--- src/rtl/turnstile_pkg.sv ---
// Shared types for the coin-operated turnstile controller.
// Imported by turnstile_fsm.
package turnstile_pkg;

    typedef enum logic {
        ST_LOCKED,
        ST_UNLOCKED
    } turnstile_state_e;

    localparam turnstile_state_e RST_STATE = ST_LOCKED;

endpackage

--- src/rtl/rise_edge_det.sv ---
// Rising-edge detector: one history flop plus an AND gate.
// History clears on reset, so a level already high at release counts.
module rise_edge_det (
    input  logic clk_i,
    input  logic rst_ni,
    input  logic d_i,
    output logic rise_o
);

    logic d_q;

    always_ff @(posedge clk_i or negedge rst_ni) begin
        if (!rst_ni) begin
            d_q <= 1'b0;
        end else begin
            d_q <= d_i;
        end
    end

    assign rise_o = d_i & ~d_q;

endmodule

--- src/rtl/turnstile_fsm.sv ---
// Turnstile controller: coin edge unlocks, push edge re-locks, counts coins.
// Define TURNSTILE_CNT_SAT_EN to saturate the coin count instead of wrapping.
module turnstile_fsm
    import turnstile_pkg::*;
#(
    parameter int CNT_W = 8
) (
    input  logic             clk_i,
    input  logic             rst_ni,
    input  logic             coin_i,
    input  logic             push_i,
    output logic             locked_o,
    output logic             unlocked_o,
    output logic [CNT_W-1:0] counter_o
);

    turnstile_state_e state_q;
    turnstile_state_e state_d;
    logic [CNT_W-1:0] count_q;
    logic [CNT_W-1:0] count_d;
    logic             coin_rise;
    logic             push_rise;

    rise_edge_det u_coin_det (
        .clk_i  (clk_i),
        .rst_ni (rst_ni),
        .d_i    (coin_i),
        .rise_o (coin_rise)
    );

    rise_edge_det u_push_det (
        .clk_i  (clk_i),
        .rst_ni (rst_ni),
        .d_i    (push_i),
        .rise_o (push_rise)
    );

    always_ff @(posedge clk_i or negedge rst_ni) begin
        if (!rst_ni) begin
            state_q <= RST_STATE;
            count_q <= '0;
        end else begin
            state_q <= state_d;
            count_q <= count_d;
        end
    end

    // A coin always leaves the gate unlocked, even alongside a push:
    // the push spends the old credit and the coin grants a new one.
    always_comb begin
        state_d = state_q;
        priority case (1'b1)
            coin_rise: state_d = ST_UNLOCKED;
            push_rise: state_d = ST_LOCKED;
            default:   state_d = state_q;
        endcase
    end

    always_comb begin
        count_d = count_q;
        if (coin_rise) begin
`ifdef TURNSTILE_CNT_SAT_EN
            if (count_q != '1) begin
                count_d = count_q + CNT_W'(1);
            end
`else
            count_d = count_q + CNT_W'(1);
`endif
        end
    end

    assign locked_o   = (state_q == ST_LOCKED);
    assign unlocked_o = ~locked_o;
    assign counter_o  = count_q;

endmodule

--- config.mk ---
export PLATFORM = sky130hd
export DESIGN_NAME = turnstile_fsm
export DESIGN_NICKNAME = d
export VERILOG_FILES = /design/src/rtl/turnstile_pkg.sv /design/src/rtl/rise_edge_det.sv /design/src/rtl/turnstile_fsm.sv
export SDC_FILE = /design/constraint.sdc
export NUM_CORES = 1
export LEC_CHECK = 0
export ABC_CLOCK_PERIOD_IN_PS = 3250
export CORE_AREA = 2 2 39 41
export CTS_BUF_LIST = sky130_fd_sc_hd__clkbuf_8
export DETAILED_ROUTE_END_ITERATION = 7
export DIE_AREA = 0 0 41 43
export GPL_ROUTABILITY_DRIVEN = 0
export SYNTH_ARGS = -nofsm -noshare
export SYNTH_HDL_FRONTEND = slang
export SYNTH_HIERARCHICAL = 1
export SYNTH_SLANG_ARGS = --single-unit
--- constraint.sdc ---
create_clock -name clk_i -period 3.25 [get_ports clk_i]
set_input_delay 0.65 -clock clk_i [delete_from_list [all_inputs] [get_ports clk_i]]
set_output_delay 0.65 -clock clk_i [all_outputs]
set_load 0.05 [all_outputs]
==> impl_metrics.yaml <==
worst_setup_path:
  crit_path_start_kind: "flip-flop"
  r2r_start: "u_coin_det/d_q"
  max_stage_delay_ps: 830
  critPathKind: "reg -> out"
  crit_path_end: "counter_o[2]"
  critPathBufInv: 1
  cp_data_required_time_ps: 2600
  path_delay_family: "buffers and inverters"
  cp_cell_sequence: "clkdlybuf4s50_1"
  cp-startpoint: "counter_o[2]"
  path_max_fanout: 5
  rrSetupSlack_ps: 1970
  critical_path_arrival_ps: 1480
  worstSetupPathDepth: 1
  end_kind: "primary output"
  r2r-end: "counter_o[7]"
  r2r_cells: 4
  cp_slowest_cell: "clkdlybuf4s50_1"
clocking:
  cts_buffers: 3
  cts_sinks: 11
  cts_root_buf: "clkbuf_8"
  clk_latency_ps: 230
  cts_resized: 0
  post-cts-setup-buffers: 0
  ctsHoldBuffers: 0
  htree_levels: 1
  clk_pin_slew_ps: 50
  cts_max_path_buffers: 2
  cts_tree: "yes"
timing:
  max_freq_mhz: 470
  period_needed_ps: 2130
  setup_viol_count_final: 0
  timing.slew.headroom_pct: 66.4
  holdWs_ps: 470
  hold_violations: 0
  final.setup_skew_ps: 2.99
  tns_ps: 0
  post-route-period-util_pct: 65.5
  setup_ws_ps: 1120
  drv_slew: 0
  rsz0062_at_grt: "no"
  tightest_slew_ps: 502
placement:
  dp_hpwl_um: 583
  place_inst: 62
  pre_cts_ws_ps: 1200
  portBuffers: 13
routing:
  via_per_inst: 4.53
  wl_per_cell_um: 12.0
  num_vias: 299
  drc_errors: 0
  wl_um: 794
  drtIter0Drc: 9
  first_pass_iters: 4
  ant_nets: 0
floorplan:
  dieArea_mm2: 0.00176
  die_w_um: 41
  start_util_pct: 32.5
  die_h_um: 43
  io_pins: 14
  rows: 14
  coreArea_mm2: 0.00138
final_layout:
  stdcell_count: 66
  diodes: 0
  n_fill_cell: 146
  drive_gt1_share_pct: 14.0
  nets: 56
  syn2layout_area_growth_pct: 42.6
power_and_ir_drop:
  leakage_nw: 0.289
  peakVddDrop_uv: 515
  power.density_mw_per_mm2: 993
  power_mw: 0.636
job:
  timing.max_cap.violations: 0
status:
  status: "finished, final reports clean"
yosys:
  yosysTopAreaCell: "dfrtp_1"
  synth_area_leaders: "dfrtp_1 61%, xnor2_1 7.8%, nor2b_4 6.1%, xor2_1 5.8%, nand4_1 4.2%"
  yosys_warnings: 6
  syn_avg_cell_area_um2: 13.2
  synth.cell_area_um2: 449
  synth_cells: 34
  ys_seq_elements: 11
  synth_cell_types: 14
  syn-num-nets: 39
  synth_top_area_share_pct: 61.3
  ys_seq_area_share_pct: 61.3
global_route:
  groute.usage.overall_pct: 12.3
  grt_pass1_wl_um: 1390
  grt_pass1_vias: 313
  grt_max_degree: 12
  overflow: 0
  antenna_found_initial: 0
worst_hold_path:
  min_path_type: "reg -> reg"
## report_power, final
part           switching (mW)  internal (mW)
clock network          0.0497         0.0841
registers              0.0472          0.176
logic                   0.179          0.100
## sequential cells by signal, summed over array words and instances (netlist names)
register	cells
counter_o	8
u_coin_det/d_q	1
u_push_det/d_q	1
unlocked_o	1
## metrics by stage
stage / utilization [%] / instance area [µm²]
4_1_cts: 46.3 / 641
6_report: 46.3 / 641
5_1_grt: 46.3 / 641
3_3_place_gp: 42.9 / 594
3_5_place_dp: 42.9 / 594
2_1_floorplan: - / 449
## how the worst min path moves through the flow
stage / depth (start not counted) / to / slack [ps] / startpoint
after floorplan: 0 / counter_o[0] / 350 / rst_ni
after global placement: 1 / counter_o[7] / 460 / counter_o[7]
after detailed placement: 1 / counter_o[7] / 480 / counter_o[7]
after CTS: 1 / counter_o[7] / 480 / counter_o[7]
after global routing: 1 / counter_o[7] / 500 / counter_o[7]
final: 1 / counter_o[7] / 470 / counter_o[7]
## cell usage in the layout, fill, tap and decap left out
cell             synthesis  final
clkdlybuf4s50_1          0     13
dfrtp_1                 11     11
xnor2_1                  4      4
nand4_1                  3      3
nand2_1                  3      3
xor2_1                   3      3
clkbuf_8                 0      3
nor2b_4                  2      2
inv_1                    1      1
mux2_2                   1      1
o21bai_1                 1      1
nor3_1                   1      1
and3_1                   1      1
nor2_1                   1      1
ha_1                     1      1
clkinv_2                 0      1
## cells in the mapped netlist, drive strengths merged
cell and instances:
and3 1, buf 1, dfrtp 11, ha 1
inv 1, mux2 1, nand2 3, nand4 3
nor2 1, nor2b 2, nor3 1, o21bai 1
xnor2 4, xor2 3
## kinds of logic (layout without fill, tap and decap cells)
family / count (synthesis) / after routing / synth area share, %
buffers and inverters: 2 / 18 / 1.95
DFF: 11 / 11 / 61.3
AOI/OAI and AO/OA: 1 / 1 / 1.67
adders and majority gates: 1 / 1 / 2.79
muxes: 1 / 1 / 2.51
and+or+nand+nor: 11 / 11 / 16.2
xor gates and xnor gates: 7 / 7 / 13.6
## cell type report
type / instances / area, µm² / area share (%)
clock inverters: 1 / 5.00 / 0.781
multi-input cells: 21 / 165 / 25.8
inverters: 1 / 3.75 / 0.586
well taps: 16 / 20.0 / 3.13
repair buffers: 13 / 130 / 20.3
flip-flops and latches: 11 / 275 / 43.0
clock buffers: 3 / 41.3 / 6.45
## layer usage
metal,vias to the layer above,global-route usage (%),share of wire (%)
met5,-,0,0
met1,144,16.6,44
li1,143,-,-
met2,12,15.9,48
met3,0,4.71,7.2
met4,0,8.00,0
Note: power is estimated with default switching activity, not from simulation.
